File: config.mk
export PLATFORM = sky130hd
export DESIGN_NAME = pipeline_hazard_ctrl
export DESIGN_NICKNAME = d
export VERILOG_FILES = /design/src/rtl/pipeline_hazard_ctrl.sv
export SDC_FILE = /design/constraint.sdc
export NUM_CORES = 1
export LEC_CHECK = 0
export ABC_CLOCK_PERIOD_IN_PS = 6000
export CORE_ASPECT_RATIO = 1.25
export CORE_MARGIN = 2
export CORE_UTILIZATION = 52
export DETAILED_ROUTE_END_ITERATION = 8
export PLACE_DENSITY = 0.86
export SYNTH_ARGS = -nofsm -noshare
export SYNTH_HDL_FRONTEND = slang
export SYNTH_SLANG_ARGS = --single-unit
File: constraint.sdc
create_clock -name clk -period 6 [get_ports clk]
set_clock_uncertainty 0.15 [all_clocks]
set_input_delay 1.2 -clock clk [delete_from_list [all_inputs] [get_ports clk]]
set_output_delay 1.2 -clock clk [all_outputs]
set_load 0.005 [all_outputs]
File: src/rtl/pipeline_hazard_ctrl.sv
`default_nettype none
// ============================================================================
// Module   : pipeline_hazard_ctrl
// Brief    : Stall/flush/bubble sequencer for the 5-stage dual-slot VLIW pipe.
// Revision : 1.0  initial release
// ============================================================================
module pipeline_hazard_ctrl #(
    parameter int TIMEOUT = 200,
    parameter int WAIT_W  = 8,
    parameter int CNT_W   = 16
) (
    input  logic             clk,
    input  logic             reset,
    input  logic [2:0]       id_alu_rn,
    input  logic [2:0]       id_alu_rm,
    input  logic [2:0]       id_mem_rn,
    input  logic [2:0]       id_mem_rd,
    input  logic             id_alu_rn_used,
    input  logic             id_alu_rm_used,
    input  logic             id_mem_rn_used,
    input  logic             id_mem_rd_used,
    input  logic             p2_memRead,
    input  logic             p2_mem_regWrite,
    input  logic [2:0]       p2_mem_rd,
    input  logic             branch_taken,
    input  logic             p3_memRead,
    input  logic             p3_memWrite,
    input  logic             mem_ready,
    output logic             pc_write,
    output logic             ifid_write,
    output logic             idex_write,
    output logic             exmem_write,
    output logic             memwb_write,
    output logic             IF_flush,
    output logic             ID_flush,
    output logic             EX_flush,
    output logic             p2_pipeline_stall,
    output logic             mem_req,
    output logic             halted,
    output logic             mem_timeout,
    output logic [CNT_W-1:0] stall_cycles,
    output logic [CNT_W-1:0] flush_events
);

    typedef enum logic [1:0] {
        ST_RUN      = 2'd0,
        ST_MEM_WAIT = 2'd1,
        ST_HALT     = 2'd2
    } state_t;

    localparam logic [WAIT_W-1:0] C_TIMEOUT  = WAIT_W'(TIMEOUT);
    localparam logic [WAIT_W-1:0] C_WAIT_ONE = WAIT_W'(1);
    localparam logic [CNT_W-1:0]  C_CNT_ONE  = CNT_W'(1);
    localparam logic [CNT_W-1:0]  C_CNT_MAX  = '1;

    state_t            r_state;
    logic [WAIT_W-1:0] r_wait_cnt;
    logic [CNT_W-1:0]  r_stall_cnt;
    logic [CNT_W-1:0]  r_flush_cnt;
    logic              r_mem_timeout;

    logic w_mem_access;
    logic w_lu_hazard;
    logic w_advance;
    logic w_flush_event;

    assign w_mem_access = p3_memRead | p3_memWrite;

    // No r0 exemption: a load to r0 still stalls a dependent consumer.
    assign w_lu_hazard = p2_memRead & p2_mem_regWrite &
                         ((id_alu_rn_used & (id_alu_rn == p2_mem_rd)) |
                          (id_alu_rm_used & (id_alu_rm == p2_mem_rd)) |
                          (id_mem_rn_used & (id_mem_rn == p2_mem_rd)) |
                          (id_mem_rd_used & (id_mem_rd == p2_mem_rd)));

    always_comb begin
        pc_write          = 1'b0;
        ifid_write        = 1'b0;
        idex_write        = 1'b0;
        exmem_write       = 1'b0;
        memwb_write       = 1'b0;
        IF_flush          = 1'b0;
        ID_flush          = 1'b0;
        EX_flush          = 1'b0;
        p2_pipeline_stall = 1'b0;
        mem_req           = 1'b0;
        w_advance         = 1'b0;
        w_flush_event     = 1'b0;
        if (!reset) begin
            case (r_state)
                ST_RUN: begin
                    mem_req   = w_mem_access;
                    w_advance = !(w_mem_access && !mem_ready);
                end
                ST_MEM_WAIT: begin
                    mem_req   = 1'b1;
                    w_advance = mem_ready;
                end
                ST_HALT: begin
                    EX_flush = 1'b1;
                end
                default: ;
            endcase

            // Branch wins over a hazard: the hazarding bundle is flushed anyway.
            if (w_advance) begin
                if (branch_taken) begin
                    pc_write      = 1'b1;
                    ifid_write    = 1'b1;
                    idex_write    = 1'b1;
                    exmem_write   = 1'b1;
                    memwb_write   = 1'b1;
                    IF_flush      = 1'b1;
                    ID_flush      = 1'b1;
                    w_flush_event = 1'b1;
                end else if (w_lu_hazard) begin
                    idex_write        = 1'b1;
                    exmem_write       = 1'b1;
                    memwb_write       = 1'b1;
                    p2_pipeline_stall = 1'b1;
                end else begin
                    pc_write    = 1'b1;
                    ifid_write  = 1'b1;
                    idex_write  = 1'b1;
                    exmem_write = 1'b1;
                    memwb_write = 1'b1;
                end
            end
        end
    end

    always_ff @(posedge clk or posedge reset) begin
        if (reset) begin
            r_state       <= ST_RUN;
            r_wait_cnt    <= '0;
            r_stall_cnt   <= '0;
            r_flush_cnt   <= '0;
            r_mem_timeout <= 1'b0;
        end else begin
            case (r_state)
                ST_RUN: begin
                    if (w_mem_access && !mem_ready) begin
                        r_state    <= ST_MEM_WAIT;
                        r_wait_cnt <= C_WAIT_ONE;
                    end
                end
                ST_MEM_WAIT: begin
                    // A ready arriving on the timeout cycle still completes.
                    if (mem_ready) begin
                        r_state    <= ST_RUN;
                        r_wait_cnt <= '0;
                    end else if (r_wait_cnt == C_TIMEOUT) begin
                        r_state       <= ST_HALT;
                        r_mem_timeout <= 1'b1;
                    end else begin
                        r_wait_cnt <= r_wait_cnt + C_WAIT_ONE;
                    end
                end
                ST_HALT: begin
                    r_state <= ST_HALT;
                end
                default: begin
                    r_state <= ST_RUN;
                end
            endcase

            if (!pc_write && (r_stall_cnt != C_CNT_MAX))
                r_stall_cnt <= r_stall_cnt + C_CNT_ONE;
            if (w_flush_event && (r_flush_cnt != C_CNT_MAX))
                r_flush_cnt <= r_flush_cnt + C_CNT_ONE;
        end
    end

    assign halted       = (r_state == ST_HALT);
    assign mem_timeout  = r_mem_timeout;
    assign stall_cycles = r_stall_cnt;
    assign flush_events = r_flush_cnt;

endmodule
`default_nettype wire

After elaboration in Yosys (flattened, before gate mapping)

Index checks and enable logic that the tools add are counted.
Widths: inputs -> output; s select.

Bits in registers: 43
Bits of input ports: 27
Output and inout port bits: 44
Logic and storage cells: 69

Add/sub/neg operators: 3
Equality and inequality tests: 12
Mux-type cells: 27
Bitwise gates (word level): 11
Reductions and logical operators: 11

Operator list:

| cell                  | count |
|---|---|
| $add 16x1->16 const B | 2 |
| $ne 16x16->1 const B  | 2 |
| $mux 8                | 3 |
| $mux 1                | 17 |
| $pmux 8 s2            | 1 |
| $eq 3x3->1            | 4 |
| $add 8x1->8 const B   | 1 |
| $eq 8x8->1 const B    | 1 |
| $and 1x1->1           | 6 |
| $mux 2                | 3 |
| $ne 3x3->1 const B    | 2 |
| $pmux 2 s3            | 1 |
| $reduce_and 3->1      | 2 |
| $or 1x1->1            | 4 |
| $pmux 1 s2            | 2 |
| $logic_and 1x1->1     | 3 |
| $logic_not 1->1       | 3 |
| $eq 2x1->1 const B    | 1 |
| $eq 2x2->1 const B    | 1 |
| $logic_not 2->1       | 1 |
| $ne 2x2->1 const B    | 1 |
| $reduce_and 2->1      | 1 |
| $reduce_bool 2->1     | 1 |
| $not 1->1             | 1 |

Depth between registers and ports, before layout

Word-level depth: 12
Depth in mapped cells: 9
Mapped depth without buffers: 8

Worst setup path after synthesis

OpenSTA, ideal clock, no wires.

Path kind: in2out
Start: in p2_mem_rd[1]
End: out pc_write
Data arrival time: 2644 ps
Path slack: 2006 ps
Cell stages on the path: 9
Cell sequence: buf_2 -> xnor2_1 -> and4_1 -> a41oi_1 -> a311o_1 -> buf_6 -> buf_6 -> and2_1 -> buf_4

Word-level cells in the longest chain between the ends: 10
Elaborated cells on any way between the ends: 16
Classes of those cells: eq/ne (4); mux (4); bitwise (8)

RTL lines:

| element                        | line   | RTL |
|---|---|---|
| from (decl)                    | 24     | `input logic [2:0] p2_mem_rd,` |
| $eq 3x3->1 (on tied branches)  | 71, 72 |  |
| $and 1x1->1 (on tied branches) | 71, 72 |  |
| $or 1x1->1                     | 71     | `((id_alu_rn_used & (id_alu_rn == p2_mem_rd)) \|` |
| $or 1x1->1                     | 72     | `(id_alu_rm_used & (id_alu_rm == p2_mem_rd)) \|` |
| $or 1x1->1 (*)                 | 73     | `(id_mem_rn_used & (id_mem_rn == p2_mem_rd)) \|` |
| $and 1x1->1 (*)                | 70     | `assign w_lu_hazard = p2_memRead & p2_mem_regWrite &` |
| $mux 1 (*) (4 in a row)        | -      |  |
| to (decl)                      | 29     | `output logic pc_write,` |

Every way passes the cells marked *; elsewhere a longest branch is shown, timed or not.

Worst setup path in the final report

Start: in p2_mem_rd[2]
End: out pc_write

Word-level cells in the longest chain between the ends: 10
Elaborated cells on any way between the ends: 16
Classes of those cells: eq/ne (4); mux (4); bitwise (8)

RTL lines:

| element                        | line   | RTL |
|---|---|---|
| $eq 3x3->1 (on tied branches)  | 71, 72 |  |
| $and 1x1->1 (on tied branches) | 71, 72 |  |
| $or 1x1->1                     | 71     |  |
| $or 1x1->1                     | 72     |  |
| $or 1x1->1 (*)                 | 73     |  |
| $and 1x1->1 (*)                | 70     |  |
| $mux 1 (*)                     | 116    | `end else if (w_lu_hazard) begin` |
| $mux 1 (*)                     | 107    | `if (branch_taken) begin` |
| $mux 1 (*)                     | 106    | `if (w_advance) begin` |
| $mux 1 (*)                     | 89     | `if (!reset) begin` |

Marks and branches as above.

==> metrics.md <==
| Metric | Value |
|---|---|
| Post-route ant nets | `0` |
| Worst VDD drop | `0.1871 mV` |
| Sw frac | `31.48%` |
| Max H-tree Level | `2` |
| Clock Latency Late Sink | `290 ps` |
| GRT Residual Overflow | `0` |
| Vias post-DR | `1981` |
| Crit end category | `output port` |
| Worst r2r dst | `flush_events[14]` |
| Fmax | `191.2 MHz` |
| Hold crit path type | `flip-flop to flip-flop` |
| Post-CTS Setup Inserts | `0` |
| TritonCTS Sinks | `43` |
| Most used DFF post-synth | `dfrtp_1` |
| Switch Pwr | `278.9 µW` |
| FF-to-FF Start | `r_state[0]` |
| Final Setup Violations | `0` |
| Core box area | `0.004695 mm²` |
| RSZ-0062 raised after global routing | `false` |
| Cells after Synth | `246` |
| Post-synthesis sequential area ratio | `42.91%` |
| HP Start | `mem_timeout` |
| WL per Instance | `13.94 µm` |
| Setup Crit Path Kind | `primary input to output port` |
| Critical path data arrival time | `3880 ps` |
| Synth cell types | `50` |
| Share of layout cells above drive strength 1 | `9.585%` |
| Area grow syn2layout | `30.99%` |
| Slew @ Worst Pin | `980.4 ps` |
| Min setup slack post-route | `769.7 ps` |
| Worst-case clock buffer depth | `2` |
| Inserted Diodes | `0` |
| Number of global-route vias before repair | `1930` |
| Worst R2R Setup Slack | `3340 ps` |
| Total wire length | `5.200 mm` |
| # IOs | `71` |
| Hold buffer count at cts | `0` |
| Status | `finished clean` |
| EDFF count, synth | `0` |
| Clk root buf | `clkbuf_8` |
| Area of the die | `0.005397 mm²` |
| Setup TNS | `0 ps` |
| Leading area contributor after synthesis | `dfrtp_1` |
| DIE HEIGHT | `81.64 µm` |
| Layout net count | `343` |
| Clk network pwr share | `20.2%` |
| Leakage | `1.295 nW` |
| Synth area leaders | `dfrtp_1 (43%), xnor2_1 (8.7%), xor2_1 (4.2%), nand2_1 (3.7%), a2111oi_4 (3.3%)` |
| Hold Violations, Final | `0` |
| Synthesized flop and latch total | `43` |
| Required @ worst endpoint | `4650 ps` |
| Vias/cell | `5.311` |
| Comb power frac | `32.3%` |
| FP Rows | `28` |
| Async S/R FF share, synth | `100.0%` |
| Largest net degree at the start of global routing | `39` |
| Yosys warns | `0` |
| Drt pass-1 iters | `4` |
| Worst Hold End | `mem_timeout` |
| Worst R2R Path Depth | `6` |
| DP Wirelength | `4.030 mm` |
| Final Cycle Share | `87.17%` |
| Area post-placement | `0.003199 mm²` |
| Power Internal | `607.3 µW` |
| Initial DRC Count | `62` |
| Placer congestion estimate | `0.8367` |
| Top cell type's share of synthesized area | `42.91%` |
| Hold Crit Depth | `1` |
| Cell Pwr Density | `269.8 mW/mm²` |
| Initial antenna violation count | `0` |
| Mapped Area | `0.002507 mm²` |
| Slew Limit Fails | `0` |
| Slew HR | `34.64%` |
| Clock transition time at the flip-flop clock pins of the worst setup and hold paths | `70 ps` |
| Resize count post-CTS | `0` |
| Crit Path Max Fanout | `18` |
| Max Cap Violations | `0` |
| First-pass GRT wire length | `8.680 mm` |
| Syn_area_per_cell | `10.19 µm²` |
| Startpoint Class | `primary input` |
| CTS Buf Count | `5` |
| GRT Overall Usage | `20.97%` |
| I/O Buffers | `70` |
| Most common cell in the synthesized netlist | `dfrtp_1` |
| Die width | `66.11 µm` |
| Power Total | `886.2 µW` |
| Tmin final | `5230 ps` |
| CTS tree | `yes` |
| Design area | `0.003284 mm²` |
| # fillers | `380` |
| Mapped Nets | `277` |
| Sequential power share | `47.5%` |
| Starting Density | `53.41%` |
| Most common library cells after synthesis | `dfrtp_1 (43), nand2_1 (25), xnor2_1 (25)` |
| Pre-CTS setup slack | `760.7 ps` |
| DRC | `0` |
## worst max-delay path by stage
stage                  from        to  slack, ps  cells after the start
2_1_floorplan  p2_mem_rd[1]  pc_write       2010                      9
3_3_place_gp   p2_mem_rd[1]  pc_write        880                      7
3_5_place_dp   p2_mem_rd[2]  pc_write        760                      7
4_1_cts        p2_mem_rd[2]  pc_write        740                      7
5_1_grt        p2_mem_rd[2]  pc_write        640                      7
6_report       p2_mem_rd[2]  pc_write        770                      7
## stage by stage
| step | instances | util, % | hold slack, ps |
|---|---|---|---|
| after CTS | 373 | 69.96 | 324.9 |
| after detailed placement | 365 | 68.15 | 304.4 |
| final | 373 | 69.96 | 316.7 |
| after global placement | 365 | 68.15 | 300.5 |
| after global routing | 373 | 69.96 | 349.0 |
| after floorplan | 246 | - | 309.0 |
## kinds of logic (layout without fill, tap and decap cells)
logic type / count (synthesis) / count (layout) / share of synthesized area (%)
AOI/OAI and AO/OA: 34 / 34 / 12.82
xor gates and xnor gates: 37 / 37 / 12.92
adders and majority gates: 4 / 4 / 1.996
buffers and inverters: 26 / 93 / 5.888
DFF: 43 / 43 / 42.91
muxes: 7 / 7 / 3.143
and+or+nand+nor: 95 / 95 / 20.31
## power by group through the flow
stage / clock network [mW] / registers (mW) / logic, mW
3_5_place_dp: 0 / 0.427 / 0.288
4_1_cts: 0.183 / 0.421 / 0.291
3_3_place_gp: 0 / 0.424 / 0.280
5_1_grt: 0.197 / 0.431 / 0.318
2_1_floorplan: 0 / 0.416 / 0.131
6_report: 0.179 / 0.421 / 0.286
## cells in the final DEF (no fill, tap or decap), types with 3 or more instances in the layout
cell type / synthesis / routed
a2111oi_4: 3 / 3
and4_1: 3 / 3
a21oi_1: 8 / 8
dfrtp_1: 43 / 43
xnor2_1: 25 / 25
mux2_2: 5 / 5
and2_1: 3 / 3
nor2_1: 18 / 18
a211oi_1: 4 / 4
clkbuf_8: 0 / 5
nor3_2: 3 / 3
nor3_1: 4 / 4
xor2_1: 12 / 12
nand2b_1: 5 / 5
inv_1: 13 / 13
nand4_1: 8 / 8
clkdlybuf4s50_1: 0 / 70
ha_1: 4 / 4
nand3_1: 10 / 10
nand2_1: 25 / 25
## registers in the layout, summed over array words and instances (netlist names)
name / cells
flush_events: 16
stall_cycles: 16
r_wait_cnt: 8
r_state: 2
mem_timeout: 1
## area by class of cell
type                       instances  area (µm²)  area share (%)
tap                               60       75.07           2.286
clock buffer                       6       72.57           2.210
multi-input combinational        177        1284           39.09
clock inverter                     2       12.51          0.3810
sequential                        43        1076           32.76
inverter                          13       48.80           1.486
timing repair buffer              72       715.7           21.79
## metal layers
metal / GRT usage [%] / vias to the layer above / routed length (µm)
li1: - / 983 / -
met4: 5.714 / 0 / 46
met1: 24.40 / 947 / 2139
met5: 0 / - / 0
met2: 38.50 / 47 / 2826
met3: 4.658 / 4 / 188
## critical path, stage by stage
cell	delay, ps
clkdlybuf4s50_1	600
xnor2_1	110
and4_1	170
a41oi_1	160
a311o_1	840
and2_1	260
clkdlybuf4s50_1	520
Note: power is estimated with default switching activity, not from simulation.
==> edit 1 (same flow settings) <==
Re-encode `state_t` (3 states) as one-hot, 3 bits wide.
--- a/src/rtl/pipeline_hazard_ctrl.sv
+++ b/src/rtl/pipeline_hazard_ctrl.sv
@@ -44,6 +44,6 @@
 
-    typedef enum logic [1:0] {
-        ST_RUN      = 2'd0,
-        ST_MEM_WAIT = 2'd1,
-        ST_HALT     = 2'd2
+    typedef enum logic [2:0] {
+        ST_RUN      = 3'b001,
+        ST_MEM_WAIT = 3'b010,
+        ST_HALT     = 3'b100
     } state_t;
Formal check against the unedited RTL: no difference found for any inputs over 10 cycles, from zero or initial values and one cycle with reset high; not proved beyond that.
==> edit 1 against the unedited design <==
- synthesized area rose by 4.4%
- wire length rose by 12%
- register-to-register slack got worse by 0.09 ns
- sequential cell count rose by 1
- largest cell class unchanged
- worst setup slack improved by 0.33 ns
- critical path depth did not move
- critical path type unchanged
- power rose by 10%
- synthesized cell count rose by 2.4%
- final area rose by 4.6%
- sequential power rose by 2%
==> edit 1: results (changes against the unedited design) <==
- Wl on met1: 2300 um (+7.3%)
- Setup-failing EPs final: 0 (unchanged)
- Peak supply drop: 0.272 mV (+45%)
- Fillers: 364 (-4.2%)
- Int Pwr: 0.000669 W (+10%)
- Crit path time final: 4.90 ns (-0.331 ns)
- Critical Path Source: p2_mem_rd[1]
- Layout Nets: 350 (+2.0%)
- CTS clock-pin slew for the worst setup and hold paths: 0.10 ns (+0.03 ns)
- Pin count of the biggest net entering global routing: 45 (+15%)
- Non-CTS inverters: 8 (-5)
- GR Layer Usage met1: 26.8% (+2.4 points)
- Sequential cells: 44 (+2.3%)
- Data buffer area share: 21.0% (-0.75 points)
- Vias per Instance: 5.50 (+3.6%)
- RePlAce Congestion: 0.815 (-2.6%)
- Area after DPL: 0.00332 mm^2 (+3.8%)
- R2r endpoint: flush_events[1]
- Post-Layout Cell Count: 380 (+1.9%)
- Syn Nets: 283 (+2.2%)
- Met2 Resource Use GR: 37.0% (-1.5 points)
- Seq/total area: 32.1% (-0.69 points)
- Gr usage total: 21.9% (+0.96 points)
- Reg2reg start: r_state[0]
- CP Capture Point: p2_pipeline_stall
- Clk cell area share: 3.35% (+0.76 points)
- Leakage: 1.34 nW (+3.8%)
- Inst Count DP: 372 (+1.9%)
- R2R depth: 6 (unchanged)
- Post-synthesis cell type count: 46 (-8.0%)
- Worst path slowest cell: clkdlybuf4s50_1
- Max FO, Critical Path: 17 (-1)
- Global-route wire length before repair: 9570 um (+10%)
- Pre-CTS setup slack: 1.08 ns (+0.314 ns)
- Relative slew slack: 45.0% (+10 points)
- WL final: 5820 um (+12%)
- Non-clock buffer count in the final layout: 73 (+1.4%)
- Fraction of area in multi-input gates: 40.5% (+1.4 points)
- Placed wire-length estimate: 4310 um (+6.9%)
- Min Hold Slack: 0.337 ns (+0.0199 ns)
- Status: finished clean
- Reg2reg setup slack: 3.25 ns (-0.09 ns)
- Multi-In Gates: 187 (+5.6%)
- Synth-to-Final Area Change: 31.2%
- Sequential fraction of the synthesis area: 42.1% (-0.82 points)
- WL met2: 3010 um (+6.5%)
- Met3 Use GR: 6.78% (+2.1 points)
- Most common library cells after synthesis: dfrtp_1, xnor2_1, nand2_1
-- edit 1: cell types whose count changed after synthesis, moves of 3 or more --
cell,before,now
a211oi_2,1,7
nor2_1,18,14
and3_1,1,6
nor3_2,3,0
inv_1,13,8
o21ai_0,1,10
-- edit 1: power groups by stage --
stage          Combinational (W)  Clock (W)  Sequential, W
3_5_place_dp            0.000320          0       0.000431
5_1_grt                 0.000350   0.000254       0.000438
3_3_place_gp            0.000310          0       0.000429
2_1_floorplan           0.000157          0       0.000424
4_1_cts                 0.000324   0.000237       0.000426
6_report                0.000319   0.000231       0.000428
-- edit 1: cell families (layout without fill, tap and decap cells) --
group                    count (synthesis)  after routing  synth area share, %
XOR/XNOR                                41             41                 13.7
AND/OR/NAND/NOR                         98             98                 20.7
adder cells (fa/ha/maj)                  4              4                 1.91
flip-flops                              44             44                 42.1
multiplexers                             4              4                 1.72
AO/OA/AOI/OAI                           40             40                 14.9
buffers and inverters                   21             89                 4.97
==> edit 2 (same settings) <==
Made on the original files. `CNT_W`: 16 -> 32.
--- a/src/rtl/pipeline_hazard_ctrl.sv
+++ b/src/rtl/pipeline_hazard_ctrl.sv
@@ -9,3 +9,3 @@
     parameter int WAIT_W  = 8,
-    parameter int CNT_W   = 16
+    parameter int CNT_W   = 32
 ) (
Ports: changed (resized flush_events and stall_cycles); port bits go from 71 to 103. The function was not compared with the original's and may differ.
==> edit 2 against the unedited design <==
- final area grew 57%
- largest power group unchanged
- critical endpoint is now ifid_write
- non-clock buffer count grew 31
- sequential cell count grew 32
- critical path type unchanged
- wire length grew 66%
- synthesized area grew 55%
- power grew 48%
- critical path depth is the same
- worst setup slack gained 0.62 ns
==> edit 2: results (changes against the unedited design) <==
- Gr usage total: 22.2% (+1.2 points)
- Vias post-DR: 3109 (+57%)
- Top cells by area, synth: dfrtp_1, xnor2_1, xor2_1, nand4_1, nand2_1
- Placed wire-length estimate: 6310 um (+57%)
- Syn Nets: 408 (+47%)
- Reg2reg setup slack: 3.17 ns (-0.17 ns)
- Bufs on Longest Clock Path: 2 (unchanged)
- Status: finished clean
- Complex-gate fraction of the synthesized area: 2.99% (-9.8 points)
- Inserted Clock Buffers: 9 (+4)
- Leakage: 2.18 nW (+68%)
- First-pass DRT Iterations: 4 (unchanged)
- Post-Synth Adder-Cell Area: 1.28% (-0.71 points)
- Critical Path Source: p2_mem_rd[1]
- Peak supply drop: 0.120 mV (-36%)
- Worst-Skew Late Latency: 0.34 ns (+0.05 ns)
- Fillers: 546 (+44%)
- RePlAce Congestion: 0.821 (-1.9%)
- CP Capture Point: ifid_write
- Layout cells sized above 1: 8.30% (-1.3 points)
- Global-route wire length before repair: 14100 um (+63%)
- R2R depth: 8 (+2)
- 1st-iter DRT viols: 127 (+100%)
- CTS root buffer: clkbuf_8
- H-tree Lvls: 3 (+1)
- Pin count of the biggest net entering global routing: 44 (+13%)
- Max FO, Critical Path: 6 (-12)
- Hold worst-path end: mem_timeout
- N_diodes: 0 (unchanged)
- Post-CTS sizing: 0 (unchanged)
- Clock power frac: 32.2% (+12 points)
- Reg2reg start: stall_cycles[0]
- Post-CTS setup buffer count: 0 (unchanged)
- Sequential Power: 0.000626 W (+49%)
- CP arrival: 3.26 ns (-0.62 ns)
- Worst path slowest cell: clkdlybuf4s50_1
- Post-Synth XOR/XNOR Area: 17.3% (+4.4 points)
- Mux contribution to synthesized area: 0.578% (-2.6 points)
- Sequential fraction of the synthesis area: 48.2% (+5.3 points)
- Hold path start: mem_timeout
- Post-synthesis cell type count: 44 (-12%)
- Post-synth ARST share: 100% (unchanged)
- Most common library cells after synthesis: dfrtp_1, xnor2_1, nand2_1
- Initial antenna violation count: 0 (unchanged)
- Slew @ Worst Pin: 1.08 ns (+0.0971 ns)
- R2r endpoint: stall_cycles[16]
- P_sw: 0.000364 W (+31%)
- CP peak stage delay: 0.60 ns (-0.24 ns)
- IO Port Bufs: 102 (+46%)
- WL per Instance: 15.0 um (+7.9%)
- Vias in the first global route: 3046 (+58%)
- Layout Nets: 508 (+48%)
- Area after DPL: 0.00495 mm^2 (+55%)
- Worst path top cell family by delay: buffers and inverters
- Worst hold path class: flop to flop
-- edit 2: layout make-up --
cell class / instances / area share (%)
Clock inverter: 6 / 1.74
Multi-Input combinational cell: 274 / 36.3
Inverter: 14 / 1.02
Clock buffer: 10 / 2.47
Sequential cell: 75 / 36.3
Timing Repair Buffer: 103 / 19.9
Tap cell: 92 / 2.23
-- edit 2: through the flow --
stage / utilization (%) / hold slack (ns) / total power [W] / cells / setup slack (ns)
after detailed placement: 67.7 / 0.329 / 0.000904 / 558 / 1.37
after global placement: 67.7 / 0.298 / 0.000893 / 558 / 1.43
final: 70.6 / 0.335 / 0.00131 / 574 / 1.39
after CTS: 70.6 / 0.351 / 0.00133 / 574 / 1.36
after global routing: 70.6 / 0.356 / 0.00138 / 574 / 1.24
after floorplan: - / 0.309 / 0.000750 / 377 / 2.42
-- edit 2: metal layers --
layer	track usage (%)	wire, um	share of wire [%]
met2	38.1	4460	52
met4	7.82	85	0.98
met5	0	0	0
met1	27.6	3630	42
met3	4.12	459	5.3
